### config.mk
export PLATFORM = sky130hd
export DESIGN_NAME = paddle_ctrl_flat
export DESIGN_NICKNAME = d
export VERILOG_FILES = /design/src/rtl/pong_pkg.sv /design/src/rtl/paddle_ctrl_if.sv /design/src/rtl/btn_debounce.sv /design/src/rtl/paddle_ctrl.sv /design/src/flat_wrapper.sv
export SDC_FILE = /design/constraint.sdc
export NUM_CORES = 1
export LEC_CHECK = 0
export ABC_AREA = 1
export BUFFER_PORTS_ARGS = -buffer_cell sky130_fd_sc_hd__buf_2
export CAP_MARGIN = 20
export CORE_MARGIN = 2
export CORE_UTILIZATION = 62
export CTS_CLUSTER_DIAMETER = 30
export DETAILED_ROUTE_END_ITERATION = 10
export GPL_ROUTABILITY_DRIVEN = 0
export PLACE_DENSITY_LB_ADDON = 0.2
export SLEW_MARGIN = 10
export SYNTH_ARGS = -nofsm -noshare
export SYNTH_HDL_FRONTEND = slang
export SYNTH_HIERARCHICAL = 1
export SYNTH_SLANG_ARGS = --single-unit
export TNS_END_PERCENT = 10
### constraint.sdc
create_clock -name clk -period 2.5 [get_ports clk]
set_clock_uncertainty 0.15 [all_clocks]
set_input_delay 0 -clock clk [delete_from_list [all_inputs] [get_ports clk]]
set_output_delay 0 -clock clk [all_outputs]
set_load 0.005 [all_outputs]
### src/rtl/pong_pkg.sv
// pong_pkg: shared types and constants for the pong game blocks.
//   ctrl_state_t  - paddle controller mode (FREEZE / HUMAN / CPU)
//   ACTIVE_ROWS   - visible rows; row coordinates are $clog2(ACTIVE_ROWS) bits
//   ACTIVE_COLS   - visible columns
//   CLKS_PER_MOVE - clocks per paddle move tick
//   HEIGHT        - paddle height in rows
package pong_pkg;

  localparam int ACTIVE_ROWS   = 480;
  localparam int ACTIVE_COLS   = 640;
  localparam int CLKS_PER_MOVE = 250_000;
  localparam int HEIGHT        = 64;

  typedef enum logic [1:0] {
    FREEZE = 2'd0,
    HUMAN  = 2'd1,
    CPU    = 2'd2
  } ctrl_state_t;

endpackage

### src/rtl/paddle_ctrl_if.sv
// paddle_ctrl_if: signals between the board/ball logic and one paddle_ctrl.
//   btn_up, btn_down - raw asynchronous buttons
//   game_active      - high while play is running
//   ball_y, paddle_y - ball top row and paddle top row
//   up, down         - registered move requests to the paddle
//   cpu_mode         - high while the CPU tracker drives the paddle
// Modports: master = board/ball side, slave = paddle_ctrl.
interface paddle_ctrl_if #(
  parameter int ACTIVE_ROWS = pong_pkg::ACTIVE_ROWS
);
  localparam int RW = $clog2(ACTIVE_ROWS);

  logic          btn_up;
  logic          btn_down;
  logic          game_active;
  logic [RW-1:0] ball_y;
  logic [RW-1:0] paddle_y;
  logic          up;
  logic          down;
  logic          cpu_mode;

  modport master (
    output btn_up, btn_down, game_active, ball_y, paddle_y,
    input  up, down, cpu_mode
  );

  modport slave (
    input  btn_up, btn_down, game_active, ball_y, paddle_y,
    output up, down, cpu_mode
  );
endinterface

### src/rtl/btn_debounce.sv
// btn_debounce: two-flop synchronizer followed by a stability counter.
// The debounced output only follows the synchronized button after it has
// differed from the current debounced value for DEBOUNCE_CLKS consecutive
// samples; shorter glitches are dropped.
//   clk, rst_n - clock, asynchronous active-low reset
//   i_btn      - raw asynchronous button
//   o_db       - debounced button
module btn_debounce #(
  parameter int DEBOUNCE_CLKS = 500_000
) (
  input  logic clk,
  input  logic rst_n,
  input  logic i_btn,
  output logic o_db
);
  localparam int CW = (DEBOUNCE_CLKS > 1) ? $clog2(DEBOUNCE_CLKS) : 1;

  logic          r_sync1;
  logic          r_sync2;
  logic          r_db;
  logic [CW-1:0] r_cnt;

  // two-flop synchronizer for the raw button
  always_ff @(posedge clk or negedge rst_n) begin
    if (!rst_n) begin
      r_sync1 <= 1'b0;
      r_sync2 <= 1'b0;
    end else begin
      r_sync1 <= i_btn;
      r_sync2 <= r_sync1;
    end
  end

  // stability counter; any sample matching the debounced value restarts it
  always_ff @(posedge clk or negedge rst_n) begin
    if (!rst_n) begin
      r_cnt <= {CW{1'b0}};
      r_db  <= 1'b0;
    end else if (r_sync2 == r_db) begin
      r_cnt <= {CW{1'b0}};
    end else if (r_cnt == CW'(DEBOUNCE_CLKS - 1)) begin
      r_db  <= r_sync2;
      r_cnt <= {CW{1'b0}};
    end else begin
      r_cnt <= r_cnt + CW'(1);
    end
  end

  assign o_db = r_db;
endmodule

### src/rtl/paddle_ctrl.sv
// paddle_ctrl: per-paddle command source. Debounces the player's buttons and
// hands control to a CPU ball tracker after the player has been idle for
// IDLE_MOVES move ticks.
//   clk, rst_n - clock, asynchronous active-low reset
//   bus        - paddle_ctrl_if.slave (buttons, game_active, ball_y,
//                paddle_y in; up, down, cpu_mode out)
// Optional feature macro PADDLE_CTRL_HANDICAP_EN: when defined the CPU only
// moves on alternate move ticks.
module paddle_ctrl #(
  parameter int CLKS_PER_MOVE = pong_pkg::CLKS_PER_MOVE,
  parameter int ACTIVE_ROWS   = pong_pkg::ACTIVE_ROWS,
  parameter int HEIGHT        = pong_pkg::HEIGHT,
  parameter int DEBOUNCE_CLKS = 500_000,
  parameter int IDLE_MOVES    = 2000,
  parameter int DEAD_BAND     = 4
) (
  input  logic         clk,
  input  logic         rst_n,
  paddle_ctrl_if.slave bus
);
  import pong_pkg::*;

  localparam int RW = $clog2(ACTIVE_ROWS);
  localparam int CW = RW + 1;
  localparam int TW = (CLKS_PER_MOVE > 1) ? $clog2(CLKS_PER_MOVE) : 1;
  localparam int IW = $clog2(IDLE_MOVES + 1);

  logic          w_db_up;
  logic          w_db_down;
  logic          w_act;
  logic          w_tick;
  logic          w_gate;
  logic [CW-1:0] w_center;
  logic          w_cpu_up;
  logic          w_cpu_down;
  logic          w_up_nxt;
  logic          w_down_nxt;
  ctrl_state_t   w_state_nxt;

  ctrl_state_t   r_state;
  logic [TW-1:0] r_tick_cnt;
  logic [IW-1:0] r_idle;
  logic          r_up;
  logic          r_down;
  logic          r_cpu_mode;

  btn_debounce #(.DEBOUNCE_CLKS(DEBOUNCE_CLKS)) u_db_up (
    .clk   (clk),
    .rst_n (rst_n),
    .i_btn (bus.btn_up),
    .o_db  (w_db_up)
  );

  btn_debounce #(.DEBOUNCE_CLKS(DEBOUNCE_CLKS)) u_db_down (
    .clk   (clk),
    .rst_n (rst_n),
    .i_btn (bus.btn_down),
    .o_db  (w_db_down)
  );

  // both buttons held still counts as the player being present
  assign w_act  = w_db_up | w_db_down;
  assign w_tick = (r_tick_cnt == TW'(CLKS_PER_MOVE - 1));

  // free-running move tick counter, runs in every state
  always_ff @(posedge clk or negedge rst_n) begin
    if (!rst_n) begin
      r_tick_cnt <= {TW{1'b0}};
    end else if (w_tick) begin
      r_tick_cnt <= {TW{1'b0}};
    end else begin
      r_tick_cnt <= r_tick_cnt + TW'(1);
    end
  end

  // idle move counter, saturating at IDLE_MOVES
  always_ff @(posedge clk or negedge rst_n) begin
    if (!rst_n) begin
      r_idle <= {IW{1'b0}};
    end else if ((r_state == FREEZE) || w_act) begin
      r_idle <= {IW{1'b0}};
    end else if (w_tick && (r_idle != IW'(IDLE_MOVES))) begin
      r_idle <= r_idle + IW'(1);
    end else begin
      r_idle <= r_idle;
    end
  end

  // CPU tracker compares in one extra bit so the paddle centre cannot wrap
  assign w_center   = {1'b0, bus.paddle_y} + CW'(HEIGHT / 2);
  assign w_cpu_up   = (({1'b0, bus.ball_y} + CW'(DEAD_BAND)) < w_center);
  assign w_cpu_down = ({1'b0, bus.ball_y} > (w_center + CW'(DEAD_BAND)));

`ifdef PADDLE_CTRL_HANDICAP_EN
  logic r_toggle;
  logic w_toggle_nxt;

  // toggle restarts at 0 on CPU entry and flips on every tick while in CPU
  always_comb begin
    w_toggle_nxt = 1'b0;
    if (r_state != CPU) begin
      w_toggle_nxt = 1'b0;
    end else if (w_tick) begin
      w_toggle_nxt = ~r_toggle;
    end else begin
      w_toggle_nxt = r_toggle;
    end
  end

  // handicap toggle register
  always_ff @(posedge clk or negedge rst_n) begin
    if (!rst_n) begin
      r_toggle <= 1'b0;
    end else begin
      r_toggle <= w_toggle_nxt;
    end
  end

  assign w_gate = w_toggle_nxt;
`else
  assign w_gate = 1'b1;
`endif

  // FSM state register
  always_ff @(posedge clk or negedge rst_n) begin
    if (!rst_n) begin
      r_state <= FREEZE;
    end else begin
      r_state <= w_state_nxt;
    end
  end

  // FSM next state; losing game_active beats every other transition
  always_comb begin
    w_state_nxt = r_state;
    if (!bus.game_active) begin
      w_state_nxt = FREEZE;
    end else begin
      case (r_state)
        FREEZE:  w_state_nxt = HUMAN;
        HUMAN:   w_state_nxt = (r_idle == IW'(IDLE_MOVES)) ? CPU : HUMAN;
        CPU:     w_state_nxt = w_act ? HUMAN : CPU;
        default: w_state_nxt = FREEZE;
      endcase
    end
  end

  // FSM outputs, decoded from the state being entered so they land with it
  always_comb begin
    w_up_nxt   = 1'b0;
    w_down_nxt = 1'b0;
    case (w_state_nxt)
      FREEZE: begin
        w_up_nxt   = 1'b0;
        w_down_nxt = 1'b0;
      end
      HUMAN: begin
        w_up_nxt   = w_db_up & ~w_db_down;
        w_down_nxt = w_db_down & ~w_db_up;
      end
      CPU: begin
        w_up_nxt   = w_cpu_up & w_gate;
        w_down_nxt = w_cpu_down & w_gate;
      end
      default: begin
        w_up_nxt   = 1'b0;
        w_down_nxt = 1'b0;
      end
    endcase
  end

  // registered command outputs
  always_ff @(posedge clk or negedge rst_n) begin
    if (!rst_n) begin
      r_up       <= 1'b0;
      r_down     <= 1'b0;
      r_cpu_mode <= 1'b0;
    end else begin
      r_up       <= w_up_nxt;
      r_down     <= w_down_nxt;
      r_cpu_mode <= (w_state_nxt == CPU);
    end
  end

  assign bus.up       = r_up;
  assign bus.down     = r_down;
  assign bus.cpu_mode = r_cpu_mode;
endmodule
### src/flat_wrapper.sv
// flat-port wrapper written by rule: the top's interface ports become plain ports
module paddle_ctrl_flat import pong_pkg::*;
#(
  parameter int CLKS_PER_MOVE = pong_pkg::CLKS_PER_MOVE,
  parameter int ACTIVE_ROWS   = pong_pkg::ACTIVE_ROWS,
  parameter int HEIGHT        = pong_pkg::HEIGHT,
  parameter int DEBOUNCE_CLKS = 500_000,
  parameter int IDLE_MOVES    = 2000,
  parameter int DEAD_BAND     = 4
)
  (clk, rst_n, bus_btn_up, bus_btn_down, bus_game_active, bus_ball_y, bus_paddle_y, bus_up, bus_down, bus_cpu_mode);
  paddle_ctrl_if #(.ACTIVE_ROWS(ACTIVE_ROWS)) bus_i ();
  input  logic clk;
  input  logic rst_n;
  input wire logic [$bits(bus_i.btn_up)-1:0] bus_btn_up;
  input wire logic [$bits(bus_i.btn_down)-1:0] bus_btn_down;
  input wire logic [$bits(bus_i.game_active)-1:0] bus_game_active;
  input wire logic [$bits(bus_i.ball_y)-1:0] bus_ball_y;
  input wire logic [$bits(bus_i.paddle_y)-1:0] bus_paddle_y;
  output wire logic [$bits(bus_i.up)-1:0] bus_up;
  output wire logic [$bits(bus_i.down)-1:0] bus_down;
  output wire logic [$bits(bus_i.cpu_mode)-1:0] bus_cpu_mode;
  assign bus_i.btn_up = bus_btn_up;
  assign bus_i.btn_down = bus_btn_down;
  assign bus_i.game_active = bus_game_active;
  assign bus_i.ball_y = bus_ball_y;
  assign bus_i.paddle_y = bus_paddle_y;
  assign bus_up = bus_i.up;
  assign bus_down = bus_i.down;
  assign bus_cpu_mode = bus_i.cpu_mode;
  paddle_ctrl #(.CLKS_PER_MOVE(CLKS_PER_MOVE), .ACTIVE_ROWS(ACTIVE_ROWS), .HEIGHT(HEIGHT), .DEBOUNCE_CLKS(DEBOUNCE_CLKS), .IDLE_MOVES(IDLE_MOVES), .DEAD_BAND(DEAD_BAND)) u_core (.clk(clk), .rst_n(rst_n), .bus(bus_i));
endmodule
* Word level (Yosys, flattened, before mapping)
Cells that the tools add are included.
** Word-level totals
- Register bits :: 78
- Bits of input ports :: 23
- Output and inout bits :: 3
** Operators by class
- Equality and inequality tests :: 11
- Reduce and logical (&&, ||, !) cells :: 6
- Bitwise operators :: 7
- Order comparisons :: 2
- Add/subtract/negate cells :: 7
- Muxes and demuxes :: 13
** Operators by type and width (number)
- $mux 19 :: 4
- $add 19x1->19 const B :: 2
- $eq 19x19->1 const B :: 2
- $mux 11 :: 2
- $add 18x1->18 const B :: 1
- $eq 18x18->1 const B :: 1
- $mux 18 :: 1
- $add 11x1->11 const B :: 1
- $eq 11x11->1 const B :: 1
- $ne 11x11->1 const B :: 1
- $add 10x3->10 const B :: 1
- $add 9x3->10 const B :: 1
- $add 9x6->10 const B :: 1
- $gt 9x10->1 :: 1
- $lt 10x10->1 :: 1
- $mux 2 :: 3
- $pmux 2 s3 :: 1
- $eq 2x1->1 const B :: 2
- $eq 2x2->1 const B :: 2
- $not 1->1 :: 4
- $pmux 1 s2 :: 2
- $reduce_and 2->1 :: 2
- $and 1x1->1 :: 2
- $eq 1x1->1 :: 2
- other kinds (5) :: 5

* Longest topological paths before layout
Gate-level depths: netlist of run 1.
- Depth in word-level cells :: 6
- Depth in mapped cells :: 15
- Depth with buffers taken out :: 15

* By module
Netlist of run 1, hierarchy kept.
** Modules (own cells, without submodules)
- paddle_ctrl :: area each 2567.5 µm², times used 1, cells each 345
- btn_debounce :: area each 1191.1 µm², times used 2, cells each 147

* Worst setup path before layout of run 1
No wires, ideal clock.
- Kind :: register to register
- From :: register u_core.r_idle[0]
- To :: register u_core.r_down, in the netlist u_core/bus.down
- Library setup time :: 0.077 ns
- Setup slack :: 0.646 ns
- Period minus slack after synthesis :: 1.854 ns
- Cell stages (with the launch flop) :: 12
- Arrival :: 1.626 ns
- Buffers on the path :: 0
- Path through :: dfrtp_1 inv_1 ha_1 nand2_1 nor2_1 nand3_1 a21oi_1 ha_1 o211ai_1 nor2_1 nand2_1 a21oi_1
** Between the ends
- Cells in the longest elaborated chain, start to end :: 6
** Ends and longest elaborated chain
- from (decl) :: line paddle_ctrl.sv:42 : logic [IW-1:0] r_idle;
- from (signal assigned) :: line paddle_ctrl.sv:79 : r_idle <= {IW{1'b0}};
- from (signal assigned) :: line paddle_ctrl.sv:81 : r_idle <= {IW{1'b0}};
- from (signal assigned) :: line paddle_ctrl.sv:83 : r_idle <= r_idle + IW'(1);
- $eq 11x11->1 (*) :: line paddle_ctrl.sv:141 : HUMAN: w_state_nxt = (r_idle == IW'(IDLE_MOVES)) ? CPU : HUMAN;
- $mux 2 (*) :: line paddle_ctrl.sv:141
- $pmux 2 s3 (*) :: line paddle_ctrl.sv:139 : case (r_state)
- $mux 2 (*) :: line paddle_ctrl.sv:136 : if (!bus.game_active) begin
- named net u_core.w_state_nxt[1] :: line paddle_ctrl.sv:38 : ctrl_state_t w_state_nxt;
- $eq 2x2->1 / $eq 2x1->1 (equally long branches) :: line paddle_ctrl.sv:152 : case (w_state_nxt)
- $pmux 1 s2 (*) :: line paddle_ctrl.sv:152
- named net u_core.w_down_nxt :: line paddle_ctrl.sv:37 : logic w_down_nxt;
- to (signal assigned) :: line paddle_ctrl.sv:180 : r_down <= w_down_nxt;
- to (decl) :: line paddle_ctrl.sv:44 : logic r_down;
Mark *: on every way through the listed nets, which the timed path passes. The rest lies on a longest branch.
A chain may end at the register's enable or synchronous reset.

* Worst setup path after layout of run 1
Ends and elaborated chain as after synthesis.

==> results.rst, run 1 <==
.. list-table::
   :header-rows: 1

   * - Metric
     - Value
   * - Fin. Hold Viols
     - 0
   * - Vias
     - around 4,100
   * - Sink of the worst hold path
     - u_core/bus.down
   * - Fin nets
     - around 730
   * - Number of nets produced by synthesis
     - around 700
   * - Clk sink count
     - between 70 and 80
   * - Peak per-stage delay on the critical path
     - 430 ps
   * - Post-synthesis share of cell area spent on and, or, nand and nor gates
     - between 30% and 40%
   * - Total half-perimeter wirelength after legalization and detailed placement
     - between 7000 and 8000 um
   * - Fin crit share
     - between 80% and 90%
   * - Core area
     - 7727 sq um
   * - Number of global-route vias before repair
     - a little under 4,000
   * - CTS Buffer Depth
     - 2
   * - IO Count
     - 26
   * - Critical path, cell by cell
     - inv_1 > ha_1 > nand2_1 > nor2_1 > nand3_1 > a21oi_1 > ha_1 > o211ai_1 > nor2_1 > nand2_1 > a21oi_1
   * - Aggregate global-route resource usage
     - 23.54%
   * - Register bit total from synthesis
     - 78
   * - Final setup margin
     - roughly 400 ps
   * - R2R Path End
     - u_core/bus.down
   * - Row count
     - 32
   * - Critical path launch point
     - u_core/r_idle[0]
   * - Cells after synthesis
     - around 640
   * - Pin count of the biggest net entering global routing
     - a little under 80
   * - Average vias per placed instance
     - 5.207
   * - Die Outline Area
     - 8714 sq um
   * - Register-to-register setup slack
     - 400 ps
   * - Die Ht
     - slightly above 90 um
   * - Endpoint class of the critical path
     - flip-flop
   * - Sort of element at the start of the critical path
     - flip-flop
   * - Maximum frequency from static timing analysis
     - between 0.4 and 0.5 GHz
   * - Largest fanout on the critical path
     - 5
   * - Beginning of the worst hold path
     - bus_paddle_y[8]
   * - # Post-CTS Setup Buffers
     - 0
   * - Commonest cells after routing, fill and taps aside
     - 130 x sky130_fd_sc_hd__nand2_1, 97 x sky130_fd_sc_hd__nor2_1, 89 x sky130_fd_sc_hd__inv_1
   * - Netlist area before placement
     - approximately 5000 sq um
   * - Arrival time at the worst endpoint
     - about 2200 ps
   * - FF-to-FF Start
     - u_core/r_idle[0]
   * - Avg Inst Size Synth
     - between 7 and 8 sq um
   * - Post-DR wirelength/cell
     - around 12 um
   * - Clock period minus worst slack
     - about 2100 ps
   * - Hold/Removal Path Class
     - in2reg
   * - Share of final-layout standard cells stronger than drive strength 1
     - about an eighth
   * - Relative slew slack
     - between 30% and 40%
   * - Compound-Gate Fraction of Synth Area
     - between 5 and 6%
   * - Number of distinct library cell variants in the gate-level netlist after synthesis
     - 31
   * - Post-route antenna net violation count
     - 0
   * - TritonCTS buffer count
     - 9
   * - Worst slew pin tran
     - roughly 960 ps
   * - Category of the critical setup timing path
     - reg2reg
   * - Wire length of the first global-routing pass
     - ~17,000 um
   * - Initial antenna violation count
     - 0
   * - Seq/Total Area, Yosys
     - between 30% and 40%
   * - DRC viols
     - 0
   * - Final number of setup-violating endpoints
     - 0
   * - Number of violations reported at the end of detailed-routing iteration 0
     - about 220
   * - Crit path max-delay cell type
     - sky130_fd_sc_hd__dfrtp_1
   * - Worst-Skew Late Latency
     - approximately 350 ps
   * - Maximum capacitance violations
     - 0
   * - Most common library cell in the layout ignoring fill and taps
     - sky130_fd_sc_hd__nand2_1
   * - Final-report max-slew violation count
     - 0
   * - Synth-to-layout area growth
     - 9.125%
   * - Hold Path Cell Cnt
     - 6
   * - Post-placement setup slack
     - between 400 and 500 ps
   * - Outcome
     - completed
   * - Area share of xor/xnor cells in the synthesized design
     - 7.558%
   * - Synthesized-area fraction occupied by adder cells
     - 7.078%
   * - Detailed-router iteration count before antenna repair
     - 5
   * - Total Negative Setup Slacks
     - 0 ps
   * - Multiplexer fraction of the synthesized cell area
     - 0%
   * - Post-cts resize count
     - 0
   * - Power Dens Cells
     - ~440 nW/um^2
   * - Clock input transition at the sequential cells of the worst setup and hold paths
     - 80 ps
   * - Input/output buffers
     - 25
   * - Leftover overflow at the end of global routing
     - 0
   * - Count of antenna diodes in the layout
     - 0
   * - Width of the chip
     - ~93 um
   * - Number of levels in the clock H-tree
     - 3
   * - Master cell of the clock root buffer
     - sky130_fd_sc_hd__clkbuf_8
   * - Peak supply drop
     - between 0.2 and 0.3 mV
   * - Worst path required time
     - ~2600 ps
   * - Total leakage power
     - 2.619 nW
   * - Effective utilization at floorplan
     - 64.05%
   * - Number of filler instances in the final layout
     - 630
   * - CTS tree
     - built
   * - Final wirelength
     - between 9000 and 10,000 um
   * - Yosys warning count
     - 6
   * - Number of cell instances on the worst register-to-register path
     - 11
   * - Combinational family with the most area after synthesis
     - simple AND/OR/NAND/NOR gates
   * - RSZ-0062 raised after global routing
     - no
layout make-up:
cell class	instances	area [sq um]	area share (%)
Multi-Input combinational cell	464	2618	48.46
Sequential cell	78	1952	36.14
Inverter	94	352.8	6.532
Timing Repair Buffer	30	175.2	3.243
Clock buffer	11	141.4	2.618
Tap cell	102	127.6	2.363
Clock inverter	5	35.03	0.6486
where the power goes:
group	internal, mW	switching (mW)
registers	1.27	0.0105
clock network	0.388	0.459
logic	0.0828	0.142
total	1.74	0.612
worst max-delay path by stage:
stage | endpoint | slack, ps
2_1_floorplan | u_core/bus.down | 650
3_3_place_gp | u_core/bus.down | 540
3_5_place_dp | u_core/bus.down | 420
4_1_cts | u_core/bus.down | 410
5_1_grt | u_core/bus.down | 270
6_report | u_core/bus.down | 400
per-layer routing:
| metal | wire length [um] | global-route usage, % |
|---|---|---|
| met3 | 371 | 4.754 |
| met2 | 4419 | 39.51 |
| met5 | 0 | 0 |
| met1 | 4456 | 30.18 |
| met4 | 142 | 8.578 |
sequential cells by signal, summed over array words and instances (netlist names), 2 cells and up:
name,flops
u_core/u_db_down/r_cnt,19
u_core/u_db_up/r_cnt,19
u_core/r_tick_cnt,18
u_core/r_idle,11
u_core/r_state,2
stage by stage:
| step | utilization [%] | total power, mW | std cells | cell area (sq um) | hold WS, ps |
|---|---|---|---|---|---|
| after CTS | 69.90 | 2.386 | 784 | 5401 | 6.031 |
| after global placement | 67.10 | 1.520 | 764 | 5185 | -42.22 |
| after global routing | 69.90 | 2.477 | 784 | 5401 | 16.89 |
| after detailed placement | 67.10 | 1.531 | 764 | 5185 | -40.19 |
| final | 69.90 | 2.357 | 784 | 5401 | 31.65 |
| after floorplan | - | 1.445 | 639 | 4950 | -445.6 |
critical path: cells and delay by family (launching register included):
kind / cells / cell delay (ps)
AOI/OAI and AO/OA: 3 / 500
and+or+nand+nor: 5 / 460
DFF: 1 / 430
adders and majority gates: 2 / 380
buffers and inverters: 1 / 90
synth_stat cells (all sizes together):
cell / n / area (sq um)
xor2: 33 / 304.0
a21oi: 20 / 100.1
nor3b: 6 / 65.06
dfrtp: 78 / 1952
xnor2: 8 / 70.07
nand3: 51 / 270.3
ha: 28 / 350.3
nand4: 11 / 68.82
nand2: 143 / 589.3
nor3: 13 / 65.06
and2: 1 / 6.260
a41oi: 1 / 8.760
and3: 1 / 6.260
inv: 94 / 352.8
o211ai: 3 / 22.52
buf: 3 / 27.52
nand3b: 8 / 60.06
o21a: 3 / 22.52
o21ai: 19 / 95.09
a211oi: 1 / 7.510
nor2: 114 / 505.5
what timing repair did:
item | CTS | global route
hold endpoints to repair | 85 | 0
setup endpoints to repair | 0 | 0
hold buffers | 4 | 0
kinds of logic (layout without fill, tap and decap cells):
kind of cell / count (synthesis) / after routing
xor gates and xnor gates: 41 / 41
and+or+nand+nor: 348 / 348
adders and majority gates: 28 / 28
DFF: 78 / 78
AOI/OAI and AO/OA: 47 / 47
buffers and inverters: 97 / 140
No activity file was read; power rests on OpenSTA's default activity.
==> inputs of run 2 (changes only) <==
==> constraint.sdc (replaced) <==
create_clock -name clk -period 2.1 [get_ports clk]
set_clock_uncertainty 0.15 [all_clocks]
set_input_delay 0 -clock clk [delete_from_list [all_inputs] [get_ports clk]]
set_output_delay 0 -clock clk [all_outputs]
set_load 0.005 [all_outputs]
==> run 2 against run 1 <==
  * The flow now finishes with violations (hold timing)
  * Die area unchanged
  * Global-route usage is 0.86 points higher
  * Register-to-register slack got worse by 270 ps
  * Non-clock buffer count grew 4
  * Setup slack got worse by 270 ps
  * Wire length rose by 1.4%
  * Sequential power up 20%
  * Clock power up 49%
  * Hold slack got worse by 32 ps
  * Critical path depth unchanged
  * Combinational power is 20% higher
  * Design area increased by 1.6%
  * Largest cell class unchanged
==> results.rst, run 2 (synthesized netlist as in run 1, its figures left out) <==
.. list-table::
   :header-rows: 1

   * - Metric
     - Value
   * - Critical path launch point
     - u_core/r_idle[0]
   * - Number of standard cells in the layout, taps in and fillers out
     - 787 (+0.38%)
   * - Worst slew pin tran
     - 489.2 ps (-469.3 ps)
   * - TritonCTS buffer count
     - 9 (unchanged)
   * - Part of the power in combinational logic
     - 8.8% (-0.7 points)
   * - Largest registers
     - u_core/u_db_down/r_cnt: 19 flops, u_core/u_db_up/r_cnt: 19 flops, u_core/r_tick_cnt: 18 flops
   * - Clock period minus worst slack
     - 1972 ps (-125.4 ps)
   * - Clk sink count
     - 78 (unchanged)
   * - Total Negative Setup Slacks
     - 0 ps (unchanged)
   * - Largest fanout on the critical path
     - 5 (unchanged)
   * - Power after layout
     - 3.059 mW (+30%)
   * - Share of final-layout standard cells stronger than drive strength 1
     - 13.28% (+0.82 points)
   * - Area post-placement
     - 5215 sq um (+0.58%)
   * - Clock power share
     - 41.2% (+5.2 points)
   * - Sort of element at the start of the critical path
     - flip-flop
   * - Post-route antenna net violation count
     - 0 (unchanged)
   * - Number of global-route vias before repair
     - 3,988 (+0.55%)
   * - Endpoint class of the critical path
     - flip-flop
   * - Number of cell instances on the worst register-to-register path
     - 11 (unchanged)
   * - Fin. Hold Viols
     - 1 (+1)
   * - Average vias per placed instance
     - 5.202 (about the same)
   * - Number of violations reported at the end of detailed-routing iteration 0
     - 208 (-6.3%)
   * - RSZ-0062 raised after global routing
     - yes
   * - Input/output buffers
     - 25 (unchanged)
   * - Worst hold slack
     - -0.04297 ps (-31.69 ps)
   * - Core area
     - 7727 sq um (unchanged)
   * - Final wirelength
     - 9523 um (+1.4%)
   * - Relative slew slack
     - 67.39% (+31 points)
   * - Effective utilization at floorplan
     - 64.05% (unchanged)
   * - Switching share of total power
     - 23.28% (-2.7 points)
   * - Fin nets
     - 732 (+0.55%)
   * - Power Dens Cells
     - 557.5 nW/um^2 (+28%)
   * - Final-report max-slew violation count
     - 0 (unchanged)
   * - Synth-to-layout area growth
     - 10.84%
   * - Internal power
     - 2.347 mW (+34%)
   * - Violated checks
     - hold timing
   * - Maximum frequency from static timing analysis
     - 0.5070 GHz (+6.4%)
   * - Number of levels in the clock H-tree
     - 3 (unchanged)
   * - R2R Path End
     - u_core/bus.down
   * - DRC viols
     - 0 (unchanged)
   * - Total leakage power
     - 2.656 nW (+1.4%)
   * - Vias
     - 4,094 (+0.29%)
   * - Initial antenna violation count
     - 0 (unchanged)
   * - Master cell of the clock root buffer
     - sky130_fd_sc_hd__clkbuf_8
   * - Worst path required time
     - 2210 ps (-410 ps)
   * - FF-to-FF Start
     - u_core/r_idle[0]
   * - Category of the critical setup timing path
     - reg2reg
   * - Post-DR wirelength/cell
     - 12.10 um (+1.0%)
   * - Outcome
     - finished, violations left
   * - Sequential Area
     - 1952 sq um (unchanged)
   * - Wire length of the first global-routing pass
     - 17,250 um (+3.4%)
   * - Leftover overflow at the end of global routing
     - 0 (unchanged)
   * - Total half-perimeter wirelength after legalization and detailed placement
     - 7184 um (+0.84%)
   * - CTS tree
     - built
   * - Detailed-router iteration count before antenna repair
     - 4 (-1)
   * - Arrival time at the worst endpoint
     - 2090 ps (-130 ps)
   * - Peak supply drop
     - 0.3981 mV (+38%)
   * - Commonest cells after routing, fill and taps aside
     - 130 x sky130_fd_sc_hd__nand2_1, 96 x sky130_fd_sc_hd__nor2_1, 89 x sky130_fd_sc_hd__inv_1
   * - Placed cells
     - 768 (+0.52%)
   * - Area of the multi-input gates
     - 2626 sq um (+0.33%)
   * - Hold/Removal Path Class
     - in2async
   * - P_sw
     - 712.1 uW (+16%)
   * - Pin count of the biggest net entering global routing
     - 41 (-48%)
   * - Die Outline Area
     - 8714 sq um (unchanged)
   * - Worst-Skew Late Latency
     - 350 ps (about the same)
   * - Clock input transition at the sequential cells of the worst setup and hold paths
     - 80 ps (about the same)
   * - Number of filler instances in the final layout
     - 600 (-4.8%)
   * - Final number of setup-violating endpoints
     - 0 (unchanged)
   * - # Post-CTS Setup Buffers
     - 0 (unchanged)
   * - Aggregate global-route resource usage
     - 24.40% (+0.86 points)
   * - Width of the chip
     - 93.35 um (unchanged)
   * - IO Count
     - 26 (unchanged)
   * - CTS Buffer Depth
     - 2 (unchanged)
   * - Die Ht
     - 93.35 um (unchanged)
   * - Count of antenna diodes in the layout
     - 0 (unchanged)
   * - Maximum capacitance violations
     - 0 (unchanged)
   * - Row count
     - 32 (unchanged)
   * - Power share of the sequential group
     - 50.0% (-4.5 points)
   * - Most common library cell in the layout ignoring fill and taps
     - sky130_fd_sc_hd__nand2_1
   * - Total non-filler cell area in the finished layout
     - 5487 sq um (+1.6%)
   * - Capture point of the worst path
     - u_core/bus.down
   * - Register-to-register setup slack
     - 130 ps (-270 ps)
   * - Fin crit share
     - 93.92% (+10 points)
## run 2: metrics by stage
step	util, %	hold slack [ps]	setup WS (ps)
3_5_place_dp	67.49	-146.3	102.9
5_1_grt	71.00	46.46	-55.10
3_3_place_gp	67.49	-152.6	138.8
2_1_floorplan	-	-445.6	246.2
4_1_cts	70.89	8.718	61.55
6_report	71.00	-0.04297	127.6
## run 2: worst min-delay path by stage
stage	startpoint	to	slack, ps	depth (start not counted)
2_1_floorplan	rst_n	u_core/bus.cpu_mode	-450	0
3_3_place_gp	rst_n	u_core/u_db_up/r_cnt[7]	-150	1
3_5_place_dp	rst_n	u_core/u_db_up/r_cnt[6]	-150	1
4_1_cts	rst_n	u_core/u_db_up/r_cnt[2]	9	2
5_1_grt	rst_n	u_core/u_db_up/r_cnt[7]	50	2
6_report	rst_n	u_core/u_db_up/r_cnt[7]	-0.04	2
## run 2: worst max-delay path, cell delays in order, from the launching register on
cell and delay, ps:
sky130_fd_sc_hd__dfrtp_1 430, sky130_fd_sc_hd__inv_1 100, sky130_fd_sc_hd__ha_1 140, sky130_fd_sc_hd__nand2_1 50, sky130_fd_sc_hd__nor2_1 80, sky130_fd_sc_hd__nand3_1 130, sky130_fd_sc_hd__a21oi_2 200, sky130_fd_sc_hd__ha_1 220
sky130_fd_sc_hd__o211ai_1 100, sky130_fd_sc_hd__nor2_1 90, sky130_fd_sc_hd__nand2_1 60, sky130_fd_sc_hd__a21oi_1 150
## run 2: layer usage
metal	track usage (%)	up-vias	wire, um
met1	34.11	1896	4576
li1	-	2103	-
met2	39.03	82	4462
met4	8.456	0	135
met5	0	-	0
met3	3.546	13	349
## run 2: power by group through the flow
stage / Clock, mW / Sequential, mW / Combinational, mW
after floorplan: 0 / 1.56 / 0.164
after global placement: 0 / 1.56 / 0.256
after CTS: 1.29 / 1.53 / 0.273
after global routing: 1.35 / 1.53 / 0.317
final: 1.26 / 1.53 / 0.269
after detailed placement: 0 / 1.56 / 0.267
## run 2: what timing repair did
action                     in CTS  in global routing
resized for setup               0                  3
setup endpoints to repair       0                  7
hold endpoints to repair       85                  0
hold buffers                    4                  0
## run 2: cell type report
type / instances / area share [%]
Clock buffer: 12 / 2.828
Clock inverter: 3 / 1.231
Inverter: 94 / 6.431
Multi-Input combinational cell: 464 / 47.87
Sequential cell: 78 / 35.58
Tap cell: 102 / 2.326
Timing Repair Buffer: 34 / 3.740
==> inputs of run 3 (changes only) <==
--- a/config.mk
+++ b/config.mk
@@ -10,6 +10,7 @@
 export CAP_MARGIN = 20
 export CORE_MARGIN = 2
 export CORE_UTILIZATION = 62
+export CTS_BUF_LIST = sky130_fd_sc_hd__clkbuf_4 sky130_fd_sc_hd__clkbuf_8 sky130_fd_sc_hd__clkbuf_16
 export CTS_CLUSTER_DIAMETER = 30
 export DETAILED_ROUTE_END_ITERATION = 10
 export GPL_ROUTABILITY_DRIVEN = 0
==> run 3 against run 2 <==
  * The run now ends clean
  * Die area unchanged
  * Critical path depth is the same
  * Power rose by 0.47%
  * Non-clock buffer count unchanged
  * Setup slack got worse by 13 ps
  * Highest routed layer unchanged
==> results.rst, run 3 (synthesized netlist as in run 1, its figures left out) <==
.. list-table::
   :header-rows: 1

   * - Metric
     - Value
   * - Outcome
     - completed
   * - Worst slew pin tran
     - 491.1 ps (+1.898 ps)
   * - DRC viols
     - 0 (unchanged)
   * - Input/output buffers
     - 25 (unchanged)
   * - Power Dens Cells
     - 559.7 nW/um^2 (+0.40%)
   * - Core area
     - 7727 sq um (unchanged)
   * - Final-report max-slew violation count
     - 0 (unchanged)
   * - Average vias per placed instance
     - 5.196 (-0.12%)
   * - Power after layout
     - 3.073 mW (+0.47%)
   * - Aggregate global-route resource usage
     - 24.59% (+0.20 points)
   * - IO Count
     - 26 (unchanged)
   * - Placed cells
     - 768 (unchanged)
   * - Vias
     - 4,089 (-0.12%)
   * - Arrival time at the worst endpoint
     - 2090 ps (about the same)
   * - Pin count of the biggest net entering global routing
     - 41 (unchanged)
   * - Number of levels in the clock H-tree
     - 3 (unchanged)
   * - Total leakage power
     - 2.659 nW (+0.13%)
   * - RSZ-0062 raised after global routing
     - yes
   * - Initial antenna violation count
     - 0 (unchanged)
   * - Worst-Skew Late Latency
     - 350 ps (about the same)
   * - Clock power share
     - 41.5% (+0.3 points)
   * - Die Ht
     - 93.35 um (unchanged)
   * - Final wirelength
     - 9517 um (about the same)
   * - Post-route antenna net violation count
     - 0 (unchanged)
   * - Most common library cell in the layout ignoring fill and taps
     - sky130_fd_sc_hd__nand2_1
   * - Peak per-stage delay on the critical path
     - 430 ps (about the same)
   * - Post-DR wirelength/cell
     - 12.09 um (about the same)
   * - Worst path required time
     - 2210 ps (about the same)
   * - Power share of the sequential group
     - 49.8% (-0.2 points)
   * - CTS Buffer Depth
     - 2 (unchanged)
   * - Crit path max-delay cell type
     - sky130_fd_sc_hd__dfrtp_1
   * - Relative slew slack
     - 67.26% (-0.13 points)
   * - Hold/Removal Path Class
     - in2async
   * - Category of the critical setup timing path
     - reg2reg
   * - Number of global-route vias before repair
     - 4,010 (+0.55%)
   * - Kind of cell adding the most delay to the critical path
     - compound AO/OA/AOI/OAI gates
   * - Commonest cells after routing, fill and taps aside
     - 130 x sky130_fd_sc_hd__nand2_1, 96 x sky130_fd_sc_hd__nor2_1, 89 x sky130_fd_sc_hd__inv_1
   * - Fin. Hold Viols
     - 0 (-1)
   * - Total half-perimeter wirelength after legalization and detailed placement
     - 7184 um (unchanged)
   * - Number of standard cells in the layout, taps in and fillers out
     - 787 (unchanged)
   * - Fin crit share
     - 94.52% (+0.60 points)
   * - TritonCTS buffer count
     - 9 (unchanged)
   * - Final number of setup-violating endpoints
     - 0 (unchanged)
   * - Maximum frequency from static timing analysis
     - 0.5038 GHz (-0.63%)
   * - Largest registers
     - u_core/u_db_down/r_cnt: 19 flops, u_core/u_db_up/r_cnt: 19 flops, u_core/r_tick_cnt: 18 flops
   * - CTS tree
     - built
   * - Synth-to-layout area growth
     - 10.92% (about the same)
   * - Clock period minus worst slack
     - 1985 ps (+12.53 ps)
   * - Number of violations reported at the end of detailed-routing iteration 0
     - 206 (-0.96%)
   * - # Post-CTS Setup Buffers
     - 0 (unchanged)
   * - Critical path, cell by cell
     - inv_1 > ha_1 > nand2_1 > nor2_1 > nand3_1 > a21oi_2 > ha_1 > o211ai_1 > nor2_1 > nand2_1 > a21oi_1
   * - Detailed-router iteration count before antenna repair
     - 4 (unchanged)
   * - Clk sink count
     - 78 (unchanged)
   * - Number of filler instances in the final layout
     - 598 (-0.33%)
   * - Row count
     - 32 (unchanged)
   * - Master cell of the clock root buffer
     - sky130_fd_sc_hd__clkbuf_8
   * - Die Outline Area
     - 8714 sq um (unchanged)
   * - Width of the chip
     - 93.35 um (unchanged)
   * - Largest fanout on the critical path
     - 5 (unchanged)
   * - P_sw
     - 713.3 uW (+0.17%)
   * - Internal power
     - 2.360 mW (+0.56%)
   * - Wire length of the first global-routing pass
     - 17,350 um (+0.60%)
   * - Leftover overflow at the end of global routing
     - 0 (unchanged)
   * - Share of final-layout standard cells stronger than drive strength 1
     - 13.43% (+0.15 points)
   * - Effective utilization at floorplan
     - 64.05% (unchanged)
   * - Sort of element at the start of the critical path
     - flip-flop
   * - Peak supply drop
     - 0.3982 mV (about the same)
   * - Maximum capacitance violations
     - 0 (unchanged)
   * - Number of buffers and inverters on the critical path
     - 1 (unchanged)
   * - Fin nets
     - 732 (unchanged)
   * - Part of the power in combinational logic
     - 8.8% (about the same)
   * - Count of antenna diodes in the layout
     - 0 (unchanged)
   * - Endpoint class of the critical path
     - flip-flop
   * - Clock input transition at the sequential cells of the worst setup and hold paths
     - 90 ps (about the same)
   * - Switching share of total power
     - 23.21% (-0.070 points)
run 3: cell counts in the layout (fill, tap and decap cells not counted):
Identical to the previous run, type by type.
run 3: what timing repair did:
item / 4_1_cts / 5_1_grt
endpoints found under the setup margin: 0 / 7
hold buffers: 4 / 0
gates resized for setup: 0 / 3
endpoints found under the hold margin: 85 / 0
run 3: per-layer routing:
| layer | global-route usage (%) | part of all wire, % |
|---|---|---|
| met3 | 4.512 | 3.9 |
| met5 | 0 | 0 |
| met1 | 34.13 | 48 |
| met4 | 7.353 | 1.2 |
| met2 | 39.51 | 47 |
run 3: layout make-up:
type / instances / area [sq um] / share of cell area (%)
clock buffer: 12 / 158.9 / 2.894
multi-input combinational: 464 / 2626 / 47.83
clock inverter: 3 / 67.56 / 1.231
timing repair buffer: 34 / 205.2 / 3.737
sequential: 78 / 1952 / 35.55
tap: 102 / 127.6 / 2.325
inverter: 94 / 352.8 / 6.427
run 3: path summary, 6_finish.rpt:
kind,from,to,slack [ps],depth (start not counted)
setup / recovery,u_core/r_idle[0],u_core/bus.down,120,11
hold / removal,rst_n,u_core/u_db_up/r_cnt[7],5,2
setup reg to reg,u_core/r_idle[0],u_core/bus.down,120,11
hold reg to reg,u_core/u_db_up/r_sync1,u_core/u_db_up/r_sync2,190,0
max in group asynchronous,rst_n,u_core/u_db_up/r_cnt[16],1100,3
min in group clk,bus_paddle_y[8],u_core/bus.down,30,6
run 3: power groups by stage:
stage          combinational [mW]  clock (mW)  sequential [mW]
2_1_floorplan               0.164           0             1.56
3_3_place_gp                0.256           0             1.56
3_5_place_dp                0.267           0             1.56
4_1_cts                     0.273        1.30             1.53
5_1_grt                     0.318        1.37             1.53
6_report                    0.269        1.27             1.53
run 3: stage by stage:
step | hold slack [ps] | area, sq um | setup WS [ps] | utilization, % | setup TNS (ps)
global route | 44.96 | 5490 | -55.15 | 71.05 | -56.89
CTS | 9.265 | 5482 | 61.57 | 70.94 | 0
finish | 4.788 | 5490 | 115.1 | 71.05 | 0
global placement | -152.6 | 5215 | 138.8 | 67.49 | 0
floorplan | -445.6 | 4950 | 246.2 | - | 0
detailed placement | -146.3 | 5215 | 102.9 | 67.49 | 0
